[src/rtl/ysyx_lsu_load_if.sv]
// ---------------------------------------------------------------------------
// ysyx_lsu_pkg / ysyx_lsu_load_if
//
// Purpose: shared constants for the load responder (data width, load op
// codes) and the interface that bundles its EXU request port, its result
// port and its data-memory read bus.
//
// Signal summary (directions as seen by the load responder, modport master):
//   exu_ren       in   load request, level, held until the result is consumed
//   exu_raddr     in   byte address
//   exu_ralu      in   load op code (LB/LH/LW/LBU/LHU, anything else = LW)
//   out_rdata     out  extended load result
//   out_rvalid    out  one-cycle result strobe
//   out_misalign  out  result qualifier: misaligned, no bus access made
//   out_fault     out  result qualifier: bus returned an error
//   bus_arvalid   out  read address valid
//   bus_araddr    out  word-aligned read address
//   bus_arready   in   read address accepted
//   bus_rvalid    in   read data valid
//   bus_rdata     in   read word
//   bus_rresp     in   read response, 0 = OKAY
//   bus_rready    out  read data accepted
// The slave modport is the environment view (EXU plus memory).
// ---------------------------------------------------------------------------
package ysyx_lsu_pkg;
  localparam int XLEN = 32;

  localparam logic [4:0] YSYX_ALU_LB__ = 5'h10;
  localparam logic [4:0] YSYX_ALU_LH__ = 5'h11;
  localparam logic [4:0] YSYX_ALU_LW__ = 5'h12;
  localparam logic [4:0] YSYX_ALU_LBU_ = 5'h13;
  localparam logic [4:0] YSYX_ALU_LHU_ = 5'h14;
endpackage

interface ysyx_lsu_load_if;
  logic                          exu_ren;
  logic [ysyx_lsu_pkg::XLEN-1:0] exu_raddr;
  logic [4:0]                    exu_ralu;

  logic [ysyx_lsu_pkg::XLEN-1:0] out_rdata;
  logic                          out_rvalid;
  logic                          out_misalign;
  logic                          out_fault;

  logic                          bus_arvalid;
  logic [ysyx_lsu_pkg::XLEN-1:0] bus_araddr;
  logic                          bus_arready;
  logic                          bus_rvalid;
  logic [ysyx_lsu_pkg::XLEN-1:0] bus_rdata;
  logic [1:0]                    bus_rresp;
  logic                          bus_rready;

  modport master (
    input  exu_ren, exu_raddr, exu_ralu,
    input  bus_arready, bus_rvalid, bus_rdata, bus_rresp,
    output out_rdata, out_rvalid, out_misalign, out_fault,
    output bus_arvalid, bus_araddr, bus_rready
  );

  modport slave (
    output exu_ren, exu_raddr, exu_ralu,
    output bus_arready, bus_rvalid, bus_rdata, bus_rresp,
    input  out_rdata, out_rvalid, out_misalign, out_fault,
    input  bus_arvalid, bus_araddr, bus_rready
  );
endinterface

[src/rtl/ysyx_lsu_load.sv]
// ---------------------------------------------------------------------------
// ysyx_lsu_load
//
// Purpose: load-side responder between the EXU and the data-memory read bus.
// Accepts one load at a time, issues a word-aligned read, extracts and
// extends the addressed byte/halfword/word and returns it with a one-cycle
// valid pulse. A pipeline flush drops the current load; a read already
// handed to the bus is drained silently so at most one read is outstanding.
//
// Ports:
//   clock           system clock
//   reset           synchronous, active-high reset
//   flush_pipeline  discard the current load (priority below reset only)
//   lsu             ysyx_lsu_load_if.master: EXU request, result, read bus
// ---------------------------------------------------------------------------
module ysyx_lsu_load
  import ysyx_lsu_pkg::*;
(
  input  logic             clock,
  input  logic             reset,
  input  logic             flush_pipeline,
  ysyx_lsu_load_if.master  lsu
);

  localparam logic [2:0] S_IDLE  = 3'd0;
  localparam logic [2:0] S_REQ   = 3'd1;
  localparam logic [2:0] S_WAIT  = 3'd2;
  localparam logic [2:0] S_RESP  = 3'd3;
  localparam logic [2:0] S_DRAIN = 3'd4;

  logic [2:0]      state_q,    state_d;
  logic [1:0]      lane_q,     lane_d;
  logic [4:0]      op_q,       op_d;
  logic [XLEN-1:0] araddr_q,   araddr_d;
  logic [XLEN-1:0] rdata_q,    rdata_d;
  logic            misalign_q, misalign_d;
  logic            fault_q,    fault_d;

  logic ar_hs;

  // Halfwords need an even address, words (and unknown ops) a 4-byte one.
  function automatic logic is_misaligned(input logic [4:0] op, input logic [1:0] lane);
    case (op)
      YSYX_ALU_LB__, YSYX_ALU_LBU_: is_misaligned = 1'b0;
      YSYX_ALU_LH__, YSYX_ALU_LHU_: is_misaligned = lane[0];
      default:                      is_misaligned = (lane != 2'b00);
    endcase
  endfunction

  function automatic logic [XLEN-1:0] format_load(input logic [4:0]      op,
                                                  input logic [1:0]      lane,
                                                  input logic [XLEN-1:0] word);
    logic [7:0]  b;
    logic [15:0] h;
    b = word[{lane, 3'b000} +: 8];
    h = word[{lane[1], 4'b0000} +: 16];
    case (op)
      YSYX_ALU_LB__: format_load = {{(XLEN-8){b[7]}}, b};
      YSYX_ALU_LBU_: format_load = {{(XLEN-8){1'b0}}, b};
      YSYX_ALU_LH__: format_load = {{(XLEN-16){h[15]}}, h};
      YSYX_ALU_LHU_: format_load = {{(XLEN-16){1'b0}}, h};
      default:       format_load = word;
    endcase
  endfunction

  assign ar_hs = (state_q == S_REQ) && lsu.bus_arready;

  always_comb begin
    // NOTE: every next-state signal takes its held value first, so no path
    // through the case below can leave one unassigned and infer a latch.
    state_d    = state_q;
    lane_d     = lane_q;
    op_d       = op_q;
    araddr_d   = araddr_q;
    rdata_d    = rdata_q;
    misalign_d = misalign_q;
    fault_d    = fault_q;

    case (state_q)
      S_IDLE: begin
        if (!flush_pipeline && lsu.exu_ren) begin
          lane_d  = lsu.exu_raddr[1:0];
          op_d    = lsu.exu_ralu;
          fault_d = 1'b0;
          if (is_misaligned(lsu.exu_ralu, lsu.exu_raddr[1:0])) begin
            state_d    = S_RESP;
            misalign_d = 1'b1;
            rdata_d    = '0;
          end else begin
            state_d    = S_REQ;
            misalign_d = 1'b0;
            araddr_d   = {lsu.exu_raddr[XLEN-1:2], 2'b00};
          end
        end
      end

      // A read the bus has already taken must still be drained on flush.
      S_REQ: begin
        if (ar_hs)               state_d = flush_pipeline ? S_DRAIN : S_WAIT;
        else if (flush_pipeline) state_d = S_IDLE;
      end

      S_WAIT: begin
        if (lsu.bus_rvalid) begin
          if (flush_pipeline) begin
            state_d = S_IDLE;
          end else begin
            state_d = S_RESP;
            fault_d = (lsu.bus_rresp != 2'b00);
            rdata_d = (lsu.bus_rresp != 2'b00) ? '0
                    : format_load(op_q, lane_q, lsu.bus_rdata);
          end
        end else if (flush_pipeline) begin
          state_d = S_DRAIN;
        end
      end

      // exu_ren is deliberately ignored here: the EXU retargets it at the
      // edge that ends RESP, so sampling it would re-accept the same load.
      S_RESP:  state_d = S_IDLE;

      S_DRAIN: if (lsu.bus_rvalid) state_d = S_IDLE;

      default: state_d = S_IDLE;
    endcase
  end

  always_ff @(posedge clock) begin
    // NOTE: non-blocking assignments so every flop samples pre-edge values
    // regardless of statement order.
    if (reset) begin
      state_q    <= S_IDLE;
      lane_q     <= 2'b00;
      op_q       <= 5'd0;
      araddr_q   <= '0;
      rdata_q    <= '0;
      misalign_q <= 1'b0;
      fault_q    <= 1'b0;
    end else begin
      state_q    <= state_d;
      lane_q     <= lane_d;
      op_q       <= op_d;
      araddr_q   <= araddr_d;
      rdata_q    <= rdata_d;
      misalign_q <= misalign_d;
      fault_q    <= fault_d;
    end
  end

  // A flush landing in RESP withdraws the result so a squashed load is
  // never captured by the reservation station.
  assign lsu.out_rvalid   = (state_q == S_RESP) && !flush_pipeline;
  assign lsu.out_misalign = (state_q == S_RESP) && misalign_q;
  assign lsu.out_fault    = (state_q == S_RESP) && fault_q;
  assign lsu.out_rdata    = rdata_q;

  assign lsu.bus_arvalid  = (state_q == S_REQ);
  assign lsu.bus_araddr   = araddr_q;
  assign lsu.bus_rready   = (state_q == S_WAIT) || (state_q == S_DRAIN);

endmodule

[src/flat_wrapper.sv]
// flat-port wrapper written by rule: the top's interface ports become plain ports
module ysyx_lsu_load_flat import ysyx_lsu_pkg::*;
  (clock, reset, flush_pipeline, lsu_exu_ren, lsu_exu_raddr, lsu_exu_ralu, lsu_bus_arready, lsu_bus_rvalid, lsu_bus_rdata, lsu_bus_rresp, lsu_out_rdata, lsu_out_rvalid, lsu_out_misalign, lsu_out_fault, lsu_bus_arvalid, lsu_bus_araddr, lsu_bus_rready);
  ysyx_lsu_load_if lsu_i ();
  input  logic clock;
  input  logic reset;
  input  logic flush_pipeline;
  input wire logic [$bits(lsu_i.exu_ren)-1:0] lsu_exu_ren;
  input wire logic [$bits(lsu_i.exu_raddr)-1:0] lsu_exu_raddr;
  input wire logic [$bits(lsu_i.exu_ralu)-1:0] lsu_exu_ralu;
  input wire logic [$bits(lsu_i.bus_arready)-1:0] lsu_bus_arready;
  input wire logic [$bits(lsu_i.bus_rvalid)-1:0] lsu_bus_rvalid;
  input wire logic [$bits(lsu_i.bus_rdata)-1:0] lsu_bus_rdata;
  input wire logic [$bits(lsu_i.bus_rresp)-1:0] lsu_bus_rresp;
  output wire logic [$bits(lsu_i.out_rdata)-1:0] lsu_out_rdata;
  output wire logic [$bits(lsu_i.out_rvalid)-1:0] lsu_out_rvalid;
  output wire logic [$bits(lsu_i.out_misalign)-1:0] lsu_out_misalign;
  output wire logic [$bits(lsu_i.out_fault)-1:0] lsu_out_fault;
  output wire logic [$bits(lsu_i.bus_arvalid)-1:0] lsu_bus_arvalid;
  output wire logic [$bits(lsu_i.bus_araddr)-1:0] lsu_bus_araddr;
  output wire logic [$bits(lsu_i.bus_rready)-1:0] lsu_bus_rready;
  assign lsu_i.exu_ren = lsu_exu_ren;
  assign lsu_i.exu_raddr = lsu_exu_raddr;
  assign lsu_i.exu_ralu = lsu_exu_ralu;
  assign lsu_i.bus_arready = lsu_bus_arready;
  assign lsu_i.bus_rvalid = lsu_bus_rvalid;
  assign lsu_i.bus_rdata = lsu_bus_rdata;
  assign lsu_i.bus_rresp = lsu_bus_rresp;
  assign lsu_out_rdata = lsu_i.out_rdata;
  assign lsu_out_rvalid = lsu_i.out_rvalid;
  assign lsu_out_misalign = lsu_i.out_misalign;
  assign lsu_out_fault = lsu_i.out_fault;
  assign lsu_bus_arvalid = lsu_i.bus_arvalid;
  assign lsu_bus_araddr = lsu_i.bus_araddr;
  assign lsu_bus_rready = lsu_i.bus_rready;
  ysyx_lsu_load u_core (.clock(clock), .reset(reset), .flush_pipeline(flush_pipeline), .lsu(lsu_i));
endmodule
[config.mk]
export PLATFORM = sky130hd
export DESIGN_NAME = ysyx_lsu_load_flat
export DESIGN_NICKNAME = d
export VERILOG_FILES = /design/src/rtl/ysyx_lsu_load_if.sv /design/src/rtl/ysyx_lsu_load.sv /design/src/flat_wrapper.sv
export SDC_FILE = /design/constraint.sdc
export NUM_CORES = 1
export LEC_CHECK = 0
export BUFFER_PORTS_ARGS = -buffer_cell sky130_fd_sc_hd__buf_4
export CAP_MARGIN = 40
export CORE_MARGIN = 2
export CORE_UTILIZATION = 43
export DETAILED_ROUTE_END_ITERATION = 6
export PLACE_DENSITY = 0.79
export SLEW_MARGIN = 15
export SYNTH_ARGS = -nofsm -noshare
export SYNTH_HDL_FRONTEND = slang
export SYNTH_SLANG_ARGS = --single-unit
[constraint.sdc]
create_clock -name clock -period 1.7 [get_ports clock]
set_input_delay 0 -clock clock [delete_from_list [all_inputs] [get_ports clock]]
set_output_delay 0 -clock clock [all_outputs]
set_load 0.01 [all_outputs]
Yosys cells after proc, flatten, opt, wreduce, memory -nomap -nowiden. Cells that the tools add are included.

Bits in registers: 74. Input bits: 77. Output and inout bits: 69. Logic and storage cells: 72.

Equal/unequal tests: 19. Shift-type cells: 2. Mux-type cells: 25. Bitwise operators: 1. Reductions and logical operators: 18.

Operator list (count): $mux 32 (5); $pmux 32 s4 (1); $pmux 32 s2 (1); $eq 5x5->1 const B (8); $shiftx 32x6->16 (1); $shiftx 32x6->8 (1); $mux 3 (7); $pmux 3 s4 (1); $reduce_and 4->1 (2); $eq 3x2->1 const B (2); $mux 1 (6); $ne 2x2->1 const B (3); $reduce_bool 2->1 (3); $logic_and 1x1->1 (5); $reduce_and 5->1 (1); $mux 2 (2); $ne 2x1->1 const B (2); $pmux 1 s2 (2); $reduce_or 2->1 (2); $eq 3x1->1 const B (1); $eq 3x3->1 const B (1); $logic_not 3->1 (1); $ne 3x2->1 const B (1); $ne 3x3->1 const B (1); 5 further kinds (5).

Depth between registers and ports, before layout.
Depth after elaboration: 8. Depth in mapped cells: 8. Mapped depth without buffers: 5.

Least setup slack after synthesis. Ideal clock, no wire load.

Path type: register to register. Start point: register u_core.state_q[1]. End point: register u_core.rdata_q[16] (netlist: u_core.lsu.out_rdata[16]). Setup time: 0.070 ns. Arrival time: 1.744 ns. Required time: 1.630 ns. Setup slack: -0.114 ns. Stages on the path, launching flop included: 7. Path buffers: 1. Clock period less this slack: 1.814 ns. Cells stage by stage: dfxtp_1 -> mux2i_1 -> or4_4 -> nor4b_4 -> nand4_4 -> buf_6 -> o2bb2ai_1.

Word-level cells in the longest chain between the ends: 3. Elaborated cells on any way between the ends: 9. Those cells by class: eq/ne (5); mux (1); reduce/logical (3).

RTL lines: start: declaration (RTL line ysyx_lsu_load.sv:31) `logic [2:0] state_q, state_d;`; start signal: assignment (RTL line ysyx_lsu_load.sv:140) `state_q <= state_d;`; $eq 3x2->1 / $logic_not 3->1 (equally long branches) (RTL line ysyx_lsu_load.sv:79) `case (state_q)`; $ne 2x2->1 (no source line) (tied with other cells); $reduce_and 5->1 (no source line); end signal: assignment (RTL line ysyx_lsu_load.sv:144) `rdata_q <= rdata_d;`; end: declaration (RTL line ysyx_lsu_load.sv:35) `logic [XLEN-1:0] rdata_q, rdata_d;`.

Parallel ways exist; a longest one is shown, timed or not. A chain may end at the register's enable or synchronous reset.

Worst setup path after layout.
Start point: register u_core.state_q[1]. End point: register u_core.rdata_q[26] (netlist: u_core.lsu.out_rdata[26]).

The elaborated chain is that of the path after synthesis.

==> impl_metrics.csv <==
group,metric,value,unit
power_and_ir_drop,powerDensity,697.2,mW/mm²
setup_path,path_max_fanout,8,
route,drc,0,
clock_tree,cts_htree_levels,3,
route,routedWlPerCell,19.84,µm
yosys,async_flop_share,0,%
placement,hpwl,7143,µm
cells_and_area,area_growth,76.90,%
power_and_ir_drop,p_leak,2.724,nW
floorplanning,die-height,93.71,µm
cells_and_area,fin_util,78.82,%
global_route,grt_pass1_vias,3809,
global_route,grt_usage,27.08,%
timing,rsz0062_at_grt,"true",
route,num_vias,3995,
placement,io_buffers,143,
setup_path,cp-start-kind,"flip-flop",
clock_tree,clock-sinks,74,
timing,finalHoldViolCount,0,
floorplanning,core,0.007767,mm²
setup_path,cp-end-kind,"flip-flop",
route,dr.pass1.iters,5,
cells_and_area,fin_nets,679,
power_and_ir_drop,p_total,0.004268,W
yosys,avgSynthCellArea,9.156,µm²
floorplanning,core.rowCount,32,
clock_tree,clk_latency,0.35,ns
status,violations,"setup timing",
global_route,grt_start_max_net_pins,43,
placement,post-place-ws,-0.09080,ns
yosys,ys_seq_area_share,42.81,%
global_route,grt_antenna_before_repair,0,
route,drt_iter0_drc,274,
yosys,synth_warnings,0,
timing,fin_ws,-0.2538,ns
timing,skew,0.009107,ns
global_route,grt_pass1_wl,18690,µm
timing,period_needed,1.954,ns
yosys,syn_inst,378,
cells_and_area,final_area,0.006122,mm²
setup_path,crit_type,"flip-flop to flip-flop",
yosys,synth-seq-cells,74,
route,ant_nets,0,
timing,worst_pin_slew,0.5886,ns
setup_path,required,1.95,ns
cells_and_area,drive_above_1_share,41.68,%
route,highest_layer,"met4",
setup_path,crit_arrival,2.21,ns
timing,fin_tns_setup,-2.984,ns
status,status,"complete, but fails checks",
clock_tree,clockRootBuffer,"clkbuf_8",
route,viasPerCell,5.635,
timing,finalCritPeriodShare,114.9,%
clock_tree,cts_max_path_buffers,2,
floorplanning,dieWidth,93.71,µm
clock_tree,cts.clk_slew.worst_paths,0.09,ns
cells_and_area,diodes,0,
floorplanning,initial_utilization,44.56,%
timing,slew_violations,0,
route,wl_met1,5116,µm
yosys,yosysTopAreaCell,"dfxtp_1",
yosys,synth_flop_cell,"dfxtp_1",
yosys,synthTopCellsByArea,"dfxtp_1 (43%), mux2i_1 (12%), o2bb2ai_1 (7.8%)",
clock_tree,cts_tree,"done",
placement,placed_area,0.004757,mm²
yosys,synth_cell_types,47,
floorplanning,die-area,0.008782,mm²
min_path,min_path_type,"input pin to flip-flop",
yosys,synth_area,0.003461,mm²
yosys,synth_edf_count,0,
route,wl_met2,6952,µm
route,routed_wl,14070,µm
power_and_ir_drop,peakVddDrop,0.4671,mV
timing,fmax,511.8,MHz
route,routed-wl-met3,1304,µm
placement,gp_congestion,0.9252,
global_route,overflow,0,
clock_tree,cts-buffers-inserted,9,
floorplanning,boundaryPins,146,
yosys,synth_top_area_share,42.81,%
run,maxCapViolCount,0,
timing,max_slew_margin,60.50,%
timing,setup-violations-final,33,
[flip-flops by register name, summed over array words and instances (netlist names)]
name,flops
u_core.op_q,5
u_core.lane_q,2
u_core.lsu.out_rdata,32
u_core.fault_q,1
u_core.state_q,3
u_core.lsu.bus_araddr,30
u_core.misalign_q,1
[through the flow]
stage	hold WS, ns	std cells
final	0.004579	709
after global routing	0.01447	709
after CTS	0.004988	697
after detailed placement	0.2386	616
after global placement	0.2278	616
after floorplan	0.05187	379
[kinds of logic (layout without fill, tap and decap cells)]
family	after synthesis	in the layout	share of synthesized area [%]
buf+inv	45	272	5.640
xor+xnor	3	3	0.7594
other cells	1	2	0.1084
simple gates	114	115	16.52
compound gates	90	90	18.76
flops	74	74	42.81
mux	51	51	15.40
[path summary, 6_finish.rpt]
| check | start | endpoint | slack [ns] | cells after the start |
|---|---|---|---|---|
| hold reg to reg | u_core.fault_q | u_core.fault_q | 0.46 | 2 |
| setup reg to reg | u_core.state_q[1] | u_core.lsu.out_rdata[26] | -0.25 | 6 |
| setup / recovery | u_core.state_q[1] | u_core.lsu.out_rdata[26] | -0.25 | 6 |
| hold / removal | lsu_bus_rdata[11] | u_core.lsu.out_rdata[11] | 0.005 | 3 |
[synthesized netlist by cell type, types with 6 or more instances]
| library cell | number |
|---|---|
| a21oi_1 | 16 |
| buf_2 | 6 |
| o2bb2ai_1 | 31 |
| o32ai_1 | 8 |
| nor2_1 | 71 |
| o21ai_0 | 17 |
| mux2i_1 | 42 |
| clkbuf_1 | 19 |
| inv_1 | 12 |
| o221ai_1 | 8 |
| mux2_2 | 8 |
| nand2_1 | 8 |
| dfxtp_1 | 74 |
[final cells by class]
type | instances | area [µm²]
inverters | 13 | 48.80
clock buffers | 10 | 127.6
clock inverters | 6 | 88.84
fillers | 449 | 1645
repair buffers | 243 | 2145
well taps | 102 | 127.6
flip-flops and latches | 74 | 1485
multi-input cells | 261 | 2100
[timing repair]
action	CTS	global route
setup endpoints to repair	25	63
hold buffers	64	0
gates resized for setup	18	45
buffers inserted	0	6
endpoints found under the hold margin	64	0
gates cloned	1	6
pin swaps	14	13
[layout by cell type, fill, tap and decap left out, types with 3 or more instances in the layout]
cell | netlist | final
a21oi_1 | 16 | 16
buf_12 | 0 | 3
buf_4 | 3 | 160
buf_6 | 1 | 10
clkbuf_16 | 0 | 4
clkbuf_8 | 0 | 9
dfxtp_1 | 74 | 71
dfxtp_2 | 0 | 3
dlygate4sd3_1 | 0 | 64
inv_1 | 12 | 12
mux2_2 | 8 | 8
mux2i_1 | 42 | 37
mux2i_4 | 0 | 3
nand2_1 | 8 | 8
nand3_1 | 4 | 3
nor2_1 | 71 | 70
nor2b_1 | 5 | 4
nor3b_1 | 4 | 3
o21ai_0 | 17 | 10
o21ai_1 | 1 | 6
o221ai_2 | 0 | 8
o2bb2ai_1 | 31 | 13
o2bb2ai_2 | 0 | 18
o32ai_1 | 8 | 7
[power by group]
| part | switching, W | total (W) | leakage (nW) | internal, W |
|---|---|---|---|---|
| Combinational | 0.000443 | 0.000935 | 2.02 | 0.000492 |
| Sequential | 0.0000307 | 0.00180 | 0.599 | 0.00177 |
| Clock | 0.000702 | 0.00153 | 0.103 | 0.000830 |
| Total | 0.00118 | 0.00427 | 2.72 | 0.00309 |
[metal layers]
metal	GRT usage, %	vias to the layer above
li1	-	1820
met1	32.16	1858
met2	46.90	264
met3	6.822	53
met4	10.27	0
met5	0	-
[critical path, cell delays in order, from the launching register on]
cell and delay (ns):
dfxtp_2 0.33, mux2i_1 0.11, or4_4 0.44, nor4b_4 0.25, buf_6 0.19, nand4_4 0.24, o2bb2ai_2 0.29
Power figures use the tool's default switching activity.
